--- src/rtl/if_prefetch_stage.sv ---
// ---------------------------------------------------------------------------
// if_prefetch_stage
//
// Instruction-fetch stage with a small prefetch queue. A four-state bus
// master (IDLE/REQ/ACCESS/WAIT) fetches sequential words starting at
// FetchPC and pushes {PC, Insn} pairs into a DEPTH-entry FIFO. The IF/ID
// register pops one entry per cycle unless stalled. A redirect (Flush or
// BrTaken) moves FetchPC and empties the queue. A bus cycle that is already
// past arbitration always runs to completion, but its data is dropped.
//
// Ports
//   clk        sole clock, all state on the rising edge
//   reset_     asynchronous active-low reset
//   Stall      hold the IF/ID register (no pop)
//   Flush      redirect to NewPC (wins over BrTaken and Stall)
//   NewPC      flush target word address
//   BrTaken    redirect to BrAddr
//   BrAddr     branch target word address
//   IFPC       IF/ID register: PC of the presented instruction
//   IFInsn     IF/ID register: instruction word (0 when IFEn=0)
//   IFEn       IF/ID register: instruction valid
//   Busy       no instruction available to ID this cycle
//   BusReq_    active-low bus request
//   BusGrnt_   active-low bus grant
//   BusAddr    fetch address, valid while BusAs_=0 (0 otherwise)
//   BusAs_     active-low address strobe, one cycle per read
//   BusRdy_    active-low read data ready
//   BusRdData  read data
// ---------------------------------------------------------------------------
module if_prefetch_stage #(
  parameter int                ADDR_W   = 30,
  parameter int                DATA_W   = 32,
  parameter int                DEPTH    = 4,
  parameter logic [ADDR_W-1:0] RESET_PC = '0
) (
  input  logic              clk,
  input  logic              reset_,
  input  logic              Stall,
  input  logic              Flush,
  input  logic [ADDR_W-1:0] NewPC,
  input  logic              BrTaken,
  input  logic [ADDR_W-1:0] BrAddr,
  output logic [ADDR_W-1:0] IFPC,
  output logic [DATA_W-1:0] IFInsn,
  output logic              IFEn,
  output logic              Busy,
  output logic              BusReq_,
  input  logic              BusGrnt_,
  output logic [ADDR_W-1:0] BusAddr,
  output logic              BusAs_,
  input  logic              BusRdy_,
  input  logic [DATA_W-1:0] BusRdData
);

  localparam int PTR_W = $clog2(DEPTH);
  localparam int CNT_W = PTR_W + 1;

  localparam logic [1:0] S_IDLE   = 2'd0;
  localparam logic [1:0] S_REQ    = 2'd1;
  localparam logic [1:0] S_ACCESS = 2'd2;
  localparam logic [1:0] S_WAIT   = 2'd3;

  logic [1:0]        state;
  logic [ADDR_W-1:0] fetch_pc;
  logic [ADDR_W-1:0] issued_pc;   // address of the read currently on the bus
  logic              discard;     // a redirect happened under this bus cycle

  logic [ADDR_W-1:0] mem_pc   [DEPTH];
  logic [DATA_W-1:0] mem_insn [DEPTH];
  logic [PTR_W-1:0]  wr_ptr;
  logic [PTR_W-1:0]  rd_ptr;
  logic [CNT_W-1:0]  count;

  logic              redirect;
  logic [ADDR_W-1:0] redirect_pc;
  logic              push;
  logic              pop;
  logic              fifo_empty;

  assign redirect    = Flush | BrTaken;
  assign redirect_pc = Flush ? NewPC : BrAddr;
  assign fifo_empty  = (count == '0);

  // A redirect empties the queue, so a word returning in the same cycle is
  // dropped as well as one flagged by discard.
  assign push = (state == S_WAIT) && !BusRdy_ && !discard && !redirect;
  assign pop  = !redirect && !Stall && !fifo_empty;

  // The returned word never bypasses the queue, so Busy only sees it early.
  assign Busy = fifo_empty && !push;

  // Bus outputs decode straight from state, so an asynchronous reset of the
  // state register releases the bus at once, whatever cycle was under way.
  assign BusReq_ = (state == S_IDLE);
  assign BusAs_  = (state != S_ACCESS);
  assign BusAddr = (state == S_ACCESS) ? fetch_pc : '0;

  // -------------------------------------------------------------------------
  // Bus master FSM and fetch address
  // -------------------------------------------------------------------------
  // NOTE: sequential state is written with non-blocking assignments only, so
  // every register samples the pre-edge values of its neighbours.
  always_ff @(posedge clk or negedge reset_) begin
    if (!reset_) begin
      state     <= S_IDLE;
      fetch_pc  <= RESET_PC;
      issued_pc <= '0;
      discard   <= 1'b0;
    end else begin
      if (redirect) begin
        fetch_pc <= redirect_pc;
      end else if (state == S_ACCESS) begin
        fetch_pc <= fetch_pc + ADDR_W'(1);
      end

      case (state)
        S_IDLE: begin
          // Only one read is ever outstanding, so in IDLE nothing is in
          // flight and the room check reduces to the queue count.
          if (!redirect && (count < CNT_W'(DEPTH))) begin
            state <= S_REQ;
          end
        end
        S_REQ: begin
          if (redirect) begin
            state <= S_IDLE;
          end else if (!BusGrnt_) begin
            state <= S_ACCESS;
          end
        end
        S_ACCESS: begin
          state     <= S_WAIT;
          issued_pc <= fetch_pc;
          if (redirect) begin
            discard <= 1'b1;
          end
        end
        default: begin  // S_WAIT
          if (!BusRdy_) begin
            state   <= S_IDLE;
            discard <= 1'b0;
          end else if (redirect) begin
            discard <= 1'b1;
          end
        end
      endcase
    end
  end

  // -------------------------------------------------------------------------
  // Prefetch queue pointers and count
  // -------------------------------------------------------------------------
  always_ff @(posedge clk or negedge reset_) begin
    if (!reset_) begin
      wr_ptr <= '0;
      rd_ptr <= '0;
      count  <= '0;
    end else if (redirect) begin
      wr_ptr <= '0;
      rd_ptr <= '0;
      count  <= '0;
    end else begin
      if (push) begin
        wr_ptr <= wr_ptr + PTR_W'(1);
      end
      if (pop) begin
        rd_ptr <= rd_ptr + PTR_W'(1);
      end
      case ({push, pop})
        2'b10:   count <= count + CNT_W'(1);
        2'b01:   count <= count - CNT_W'(1);
        default: count <= count;
      endcase
    end
  end

  // NOTE: the queue storage has no reset; an entry is never read before it
  // has been written, because count gates every pop.
  always_ff @(posedge clk) begin
    if (push) begin
      mem_pc[wr_ptr]   <= issued_pc;
      mem_insn[wr_ptr] <= BusRdData;
    end
  end

  // -------------------------------------------------------------------------
  // IF/ID register
  // -------------------------------------------------------------------------
  always_ff @(posedge clk or negedge reset_) begin
    if (!reset_) begin
      IFPC   <= '0;
      IFInsn <= '0;
      IFEn   <= 1'b0;
    end else if (redirect) begin
      // Redirect wins over Stall; IFPC keeps its last value.
      IFInsn <= '0;
      IFEn   <= 1'b0;
    end else if (!Stall) begin
      if (!fifo_empty) begin
        IFPC   <= mem_pc[rd_ptr];
        IFInsn <= mem_insn[rd_ptr];
        IFEn   <= 1'b1;
      end else begin
        IFInsn <= '0;
        IFEn   <= 1'b0;
      end
    end
  end

endmodule
--- config.mk ---
export PLATFORM = sky130hd
export DESIGN_NAME = if_prefetch_stage
export DESIGN_NICKNAME = d
export VERILOG_FILES = /design/src/rtl/if_prefetch_stage.sv
export SDC_FILE = /design/constraint.sdc
export NUM_CORES = 1
export LEC_CHECK = 0
export CAP_MARGIN = 20
export CORE_UTILIZATION = 59
export DETAILED_ROUTE_END_ITERATION = 16
export GPL_ROUTABILITY_DRIVEN = 0
export PLACE_DENSITY_LB_ADDON = 0.3
export SLEW_MARGIN = 40
export SYNTH_ARGS = -nofsm -noshare
export SYNTH_HDL_FRONTEND = slang
export SYNTH_SLANG_ARGS = --single-unit
--- constraint.sdc ---
create_clock -name clk -period 9.5 [get_ports clk]
set_input_delay 1.9 -clock clk [delete_from_list [all_inputs] [get_ports clk]]
set_output_delay 1.9 -clock clk [all_outputs]
set_load 0.02 [all_outputs]
# After elaboration in Yosys (flattened, before gate mapping)
# Memory sizes are Yosys's and may differ from the RTL's. A register that Yosys moved wholly into a read port is not among the register bits.
# Cells that the tools add are included.
op_classes:
  n_addsub: 5
  magnitude_cmp: 1
  eq_ne: 10
  n_mux: 26
  bitwise: 4
  reduce_logical: 23
op_table:
  columns: ["cell", "n"]
  rows:
  - ["$mux 30", 4]
  - ["$mux 32", 3]
  - ["$add 30x1->30 const B", 1]
  - ["$mux 2", 8]
  - ["$logic_and 1x1->1", 7]
  - ["$logic_not 1->1", 7]
  - ["$mux 1", 7]
  - ["$eq 2x2->1 const B", 3]
  - ["$pmux 2 s3", 1]
  - ["$pmux 3 s2", 1]
  - ["$reduce_and 3->1", 2]
  - ["$reduce_bool 2->1", 3]
  - ["$add 2x1->2 const B", 2]
  - ["$eq 2x1->1 const B", 2]
  - ["$ne 2x1->1 const B", 2]
  - ["$ne 4x2->1 const B", 1]
  - ["$add 3x1->3 const B", 1]
  - ["$logic_not 3->1", 1]
  - ["$lt 3x3->1 const B", 1]
  - ["$mux 3", 1]
  - ["$ne 3x3->1 const B", 1]
  - ["$not 1->1", 3]
  - ["$reduce_bool 3->1", 1]
  - ["$sub 3x1->3 const B", 1]
  - ["5 further kinds", 5]
totals:
  reg_bits: 103
  ram_bits: 248
  output_inout_bits: 96
  word_cells: 80
  memories: 2
mem_list:
  columns: ["memory", "depth", "word_bits", "rd", "rd_clocked_by_memory_dff", "write_ports", "line", "text"]
  rows:
  - ["mem_insn", 4, 32, 1, 0, 1, "69", "logic [DATA_W-1:0] mem_insn [DEPTH];"]
  - ["mem_pc", 4, 30, 1, 1, 1, "68", "logic [ADDR_W-1:0] mem_pc [DEPTH];"]

# Longest topological paths before layout
depth:
  depth_word: 7
  ltp_mapped: 9

# Worst setup path before layout
# No wires, ideal clock.
synth_timing:
  path_type: "in2out"
  from: "input port BusRdy_"
  to: "output port Busy"
  arrival_time_ns: 2.719
  required_ns: 7.600
  slack_ns: 4.881
  stages: 3
  n_path_buf: 1
  cell_sequence: "nor3b_1 clkbuf_1 a21boi_0"
synth_between:
  elab_chain_cells: 6
synth_lines:
  columns: ["item", "line", "text"]
  rows:
  - ["start: declaration", "51", "input logic BusRdy_,"]
  - ["$logic_not 1->1", null, null]
  - ["$logic_and 1x1->1 (3 in series)", "86", "assign push = (state == S_WAIT) && !BusRdy_ && !discard && !redirect;"]
  - ["$logic_not 1->1", "90", "assign Busy = fifo_empty && !push;"]
  - ["$logic_and 1x1->1", "90", null]
  - ["end: declaration", "46", "output logic Busy,"]
# No other way between the ends.

# Worst setup path in the final report
layout_timing:
  from: "input port BrTaken"
  to: "output port Busy"
layout_between:
  elab_chain_cells: 5
layout_lines:
  columns: ["item", "line", "text"]
  rows:
  - ["start: declaration", "41", "input logic BrTaken,"]
  - ["$or 1x1->1", "80", "assign redirect = Flush | BrTaken;"]
  - ["$logic_not 1->1", "86", null]
  - ["$logic_and 1x1->1", "86", null]
  - ["$logic_not 1->1", "90", null]
  - ["$logic_and 1x1->1", "90", null]
# No other way between the ends.

==> reports/results.txt <==
Status = finished, final reports clean
Clk sinks = 381
Mapped Area = 15110 sq um
Crit start category = input port
Peak VDD IR = 0.0001564 V
HP Class = register to register
Critical Path End Type = output port
FMAX = 173.8 MHz
Final ANT Viol Nets = 0
Final max-slew violation count = 0
Chain of cells forming the critical path = clkdlybuf4s50_1, nor2_2, a21boi_0, clkdlybuf4s50_1
Ports = 195
Initial Util = 60.00%
Post-place setup slack = 3.711 ns
Core area = 25180 sq um
Top cells by count, synth = edfxtp_1, dfrtp_1, nand2_1
# H-tree levels = 2
Post-CTS Hold Buffers = 0
First-pass GRT wire length = 50.09 mm
Post-DP HPWL = 19.20 mm
RSZ-0062 raised after global routing = false
Wirelength per Cell = 21.47 um
Syn Area/Cell = 15.87 sq um
Syn-to-layout area delta = 22.97%
Most frequent cell after synthesis = edfxtp_1
Num CTS Buffers = 38
CTS tree = done
Vias in the first global route = 9061
Synth Register Bits = 381
Post-synthesis cell count = 952
Layout Nets = 1260
Syn Nets = 1061
Met3 Use GR = 4.494%
Final-report hold violation count = 0
WP data required = 7.60 ns
Placed cells = 1440
Worst setup path class = input port to output port
Skew-Pair Late Insertion Delay = 0.52 ns
Worst path most repeated cell = clkdlybuf4s50_1
Postcts setup bufs = 0
Initial antenna violation count = 0
Die Y = 162.0 um
Largest delay share family, worst path = buffers and inverters
CTS resizes = 0
Total die area = 26250 sq um
Slew HR = 45.38%
Largest net degree at the start of global routing = 76
Diodes inserted = 0
Slowest CP cell = clkdlybuf4s50_1
Port bufs = 194
Final Setup Violations = 0
Met1 usage = 35.56%
DRT Pass-1 Iters = 7
Vias = 8986
Post-Route WL = 32.43 mm
Setup TNS = 0 ns
Setup Skew = 0.02363 ns
DRC = 0
Root Driver = clkbuf_16
Clock-pin slew on the worst setup and hold paths = 0.06 ns
Iter 0 DRT Violations = 703
Hold_ws = 0.4733 ns
Max cap viols = 0
Bufs on Longest Clock Path = 3
Remaining Overflow, GRT = 0
Num rows = 58
Post-synth top area cell = edfxtp_1
Crit share post-route = 60.56%
Cell Pwr Density = 221.5 nW/um^2
Final setup margin = 3.747 ns
Main area contributors after synthesis = edfxtp_1, dfrtp_1, mux4_2
LEAKAGE = 6.960 nW
Tot GR Track Use = 25.32%
Crit path DAT = 3.85 ns
DIE WIDTH = 162.0 um
Post-synth EDFFs = 248
Layout cells sized above 1 = 13.22%
Crit path time final = 5.753 ns
Main flop type after synthesis = edfxtp_1
Post-synth ARST share = 34.91%
Worst-Margin Slew = 0.8193 ns
Area share of the largest cell type after synthesis = 49.29%
Non-Filler Instances = 1510
Crit path max fanout = 24
Met2 Use GR = 41.46%
Sequential area share after synthesis = 71.32%
Synth cell types = 56
Crit-path max cell delay = 0.96 ns
Vias per cell = 5.951
Synth warnings = 0
WP buf/inv = 2
Gr busiest metal = met2
state kept, by name (all words and copies together), names as in the netlist:
register	count
IFEn	1
IFInsn	32
IFPC	30
count	3
discard	1
fetch_pc	30
issued_pc	30
mem_insn	128
mem_pc	120
rd_ptr	2
state	2
wr_ptr	2
worst min-delay path: stages (launching register included):
cell     delay, ns
dfrtp_1       0.34
nand2_1       0.05
nand2_1       0.06
report_power, final:
| part | total [W] | internal (W) | switching (W) |
|---|---|---|---|
| registers | 0.00209 | 0.00196 | 0.000129 |
| clock network | 0.00140 | 0.000809 | 0.000593 |
| logic | 0.000625 | 0.000285 | 0.000340 |
| total | 0.00411 | 0.00305 | 0.00106 |
area by class of cell:
cell class,instances,area (sq um)
Clock inverter,16,115.1
Multi-Input combinational cell,505,4054
Inverter,15,56.30
Fill cell,1565,6603
Tap cell,330,412.9
Timing Repair Buffer,210,2102
Clock buffer,53,1059
Sequential cell,381,10780
per-stage QoR:
stage | util, % | power [W] | instance area [sq um]
after floorplan | - | 0.002428 | 15110
after global placement | 68.92 | 0.002709 | 17350
after detailed placement | 68.98 | 0.002737 | 17370
after CTS | 73.64 | 0.004143 | 18540
after global routing | 73.78 | 0.004269 | 18580
final | 73.78 | 0.004115 | 18580
per-layer routing:
metal | wire length, um | vias to the layer above
met3 | 2463 | 47
met5 | 0 | -
met4 | 622 | 0
met1 | 13370 | 4521
met2 | 15970 | 424
li1 | - | 3994
placed cells by master, fill, tap and decap left out, types with 30 or more instances in the layout:
cell type / count
clkbuf_16: 39
a22o_1: 32
clkdlybuf4s50_1: 193
a21oi_1: 32
nor2_1: 33
edfxtp_1: 248
a21o_1: 30
nand2_1: 126
dfrtp_1: 131
mux4_2: 62
path summary, 6_finish.rpt:
kind | to | startpoint | cells past startpoint | slack (ns)
setup / recovery | Busy | BrTaken | 4 | 3.75
hold / removal | IFPC[13] | IFPC[13] | 2 | 0.47
setup reg to reg | count[2] | count[1] | 9 | 6.97
hold reg to reg | IFPC[13] | IFPC[13] | 2 | 0.47
max in group asynchronous | rd_ptr[0] | reset_ | 2 | 7.35
min in group asynchronous | IFInsn[27] | reset_ | 1 | 1.24
kinds of logic (layout without fill, tap and decap cells):
family                   after synthesis  after routing  synth area share (%)
AO/OA/AOI/OAI                        153            153                 6.932
XOR/XNOR                              23             23                 1.333
adder cells (fa/ha/maj)               10             10                0.8779
buffers and inverters                 66            294                 1.963
flip-flops                           381            381                 71.32
multiplexers                          67             67                 9.590
AND/OR/NAND/NOR                      252            252                 7.983
(Power assumes the default switching activity.)
==> RTL edit (same settings) <==
Reset style: synchronous (`reset_`), changed in 3 clocked blocks. Comments in the files are not updated.
--- a/src/rtl/if_prefetch_stage.sv
+++ b/src/rtl/if_prefetch_stage.sv
@@ -102,3 +102,3 @@
   // every register samples the pre-edge values of its neighbours.
-  always_ff @(posedge clk or negedge reset_) begin
+  always_ff @(posedge clk) begin
     if (!reset_) begin
@@ -152,3 +152,3 @@
   // -------------------------------------------------------------------------
-  always_ff @(posedge clk or negedge reset_) begin
+  always_ff @(posedge clk) begin
     if (!reset_) begin
@@ -188,3 +188,3 @@
   // -------------------------------------------------------------------------
-  always_ff @(posedge clk or negedge reset_) begin
+  always_ff @(posedge clk) begin
     if (!reset_) begin
Behaviour: differs if reset_ is asserted again (counterexample within 4 cycles, from zero or initial values and one cycle with reset_ low); with reset_ held inactive, the same outputs for 4 cycles.
==> RTL edit against the original RTL <==
- synthesized area decreased by 1.5%
- setup slack got worse by 0.64 ns
- sequential cell count increased by 2
- cell area decreased by 0.47%
- largest cell class unchanged
- non-clock buffer count increased by 3
- wire length increased by 7.9%
- synthesized cell count increased by 13%
Power is not compared: it rests on default switching activity, and its combinational part moved more than twofold at a synthesized area within 25%.
==> RTL edit: results <==
group,metric,value,unit
synth,synth_warnings,0,
power,netSwitchingPower,0.692,mW
synth,synthFlopType,"edfxtp_1",
synth,async_reset_ff_frac,0,
grt,grt_pass1_wl,53300,µm
cts,root_buffer,"clkbuf_16",
grt,grt.total_usage,0.271,
grt,antenna_found_initial,0,
grt,first_global_vias,9759,
critical_path,crit_family,"simple AND/OR/NAND/NOR gates",
synth,ys_top_cells_by_area,"edfxtp_1, dfxtp_1, mux4_2",
sta,worst_slew_pin_slew,0.823,ns
sta,finClkSkew,0.00931,ns
synth,ys_top_cells_by_count,"edfxtp_1, dfxtp_1, a21oi_1",
power,peakVddDrop,0.000112,V
cts,clk_latency,0.52,ns
layout,final_nets,1373,
layout,top_regs,"mem_insn: 128 flops, mem_pc: 120 flops, IFInsn: 32 flops",
drt,wl_met3,2760,µm
drt,wl_per_cell,21.7,µm
critical_path,critPathSlowestCell,"nor4b_2",
run_status,status,"finished clean",
synth,synthesis.nets,1187,
cts,postCtsResizedCells,0,
cts,cts_made_buffers,38,
drt,drtIter0Drc,941,
drt,dr.pass1.iters,5,
layout,drive_gt1_frac,0.125,
grt,grt_max_degree,51,
drt,maxUsedRoutingLayer,"met4",
min_path,hold_path_class,"flip-flop to flip-flop",
drt,viasPerCell,6.04,
synth,synth_edf_count,248,
cts,post-cts-setup-buffers,0,
place,portBuffers,194,
critical_path,crit_path_max_incr_delay,0.71,ns
power,cellLeakagePower,6.05,nW
cts,h-tree-depth,2,
synth,yosysSeqAreaShare,0.682,
synth,synthDistinctLibCells,56,
place,dpl.hpwl,21500,µm
cts,clk_pin_slew,0.06,ns
cts,cts_max_path_buffers,3,
layout,antennaDiodeCount,0,
critical_path,worstPathMaxFanout,46,
drt,wl_met2,17800,µm
drt,wl_met1,13700,µm
RTL edit: layer usage:
layer / vias up / global-route usage
met5: - / 0
met1: 4778 / 0.357
met3: 59 / 0.0478
met2: 510 / 0.464
met4: 0 / 0.0798
li1: 4411 / -
RTL edit: cells by family (layout without fill, tap and decap cells):
logic type | after synthesis | after routing | synth area share
and+or+nand+nor | 297 | 297 | 0.0920
DFF | 383 | 383 | 0.682
muxes | 72 | 72 | 0.101
xor gates and xnor gates | 13 | 13 | 0.00765
AOI/OAI and AO/OA | 213 | 213 | 0.0856
buffers and inverters | 88 | 303 | 0.0226
adders and majority gates | 11 | 11 | 0.00975
RTL edit: power groups by stage:
stage / Sequential (mW) / Clock, mW / Combinational [mW]
floorplan: 1.82 / 0 / 0.0646
global placement: 1.83 / 0 / 0.131
detailed placement: 1.83 / 0 / 0.134
CTS: 1.79 / 1.58 / 0.135
global route: 1.79 / 1.64 / 0.147
finish: 1.79 / 1.56 / 0.136
RTL edit: through the flow:
stage           util  area, µm²  instances  setup slack (ns)  hold slack [ns]
6_report       0.754      18500       1616              3.11            0.456
5_1_grt        0.754      18500       1616              2.96            0.481
4_1_cts        0.753      18500       1615              3.10            0.458
3_5_place_dp   0.698      17100       1546              3.18            0.449
3_3_place_gp   0.698      17100       1546              3.19            0.444
2_1_floorplan      -      14900       1077              4.32            0.460
RTL edit: cell type report:
cell class,instances,area [µm²]
sequential,383,10200
fill,1465,6040
multi-input combinational,606,4420
timing repair buffer,213,2100
clock buffer,57,1170
tap,324,405
clock inverter,12,163
inverter,21,78.8
RTL edit: final timing paths:
check | slack (ns) | startpoint | depth (start not counted) | endpoint
max reg2reg | 6.59 | state[0] | 4 | mem_insn[2][22]
max | 3.11 | Flush | 6 | Busy
min | 0.46 | IFPC[15] | 2 | IFPC[15]
min reg2reg | 0.46 | IFPC[15] | 2 | IFPC[15]
RTL edit: worst min-delay path: cells and delay by family (launching register included):
family	cells	cell delay [ns]
AOI/OAI and AO/OA	1	0.05
DFF	1	0.31
and+or+nand+nor	1	0.05
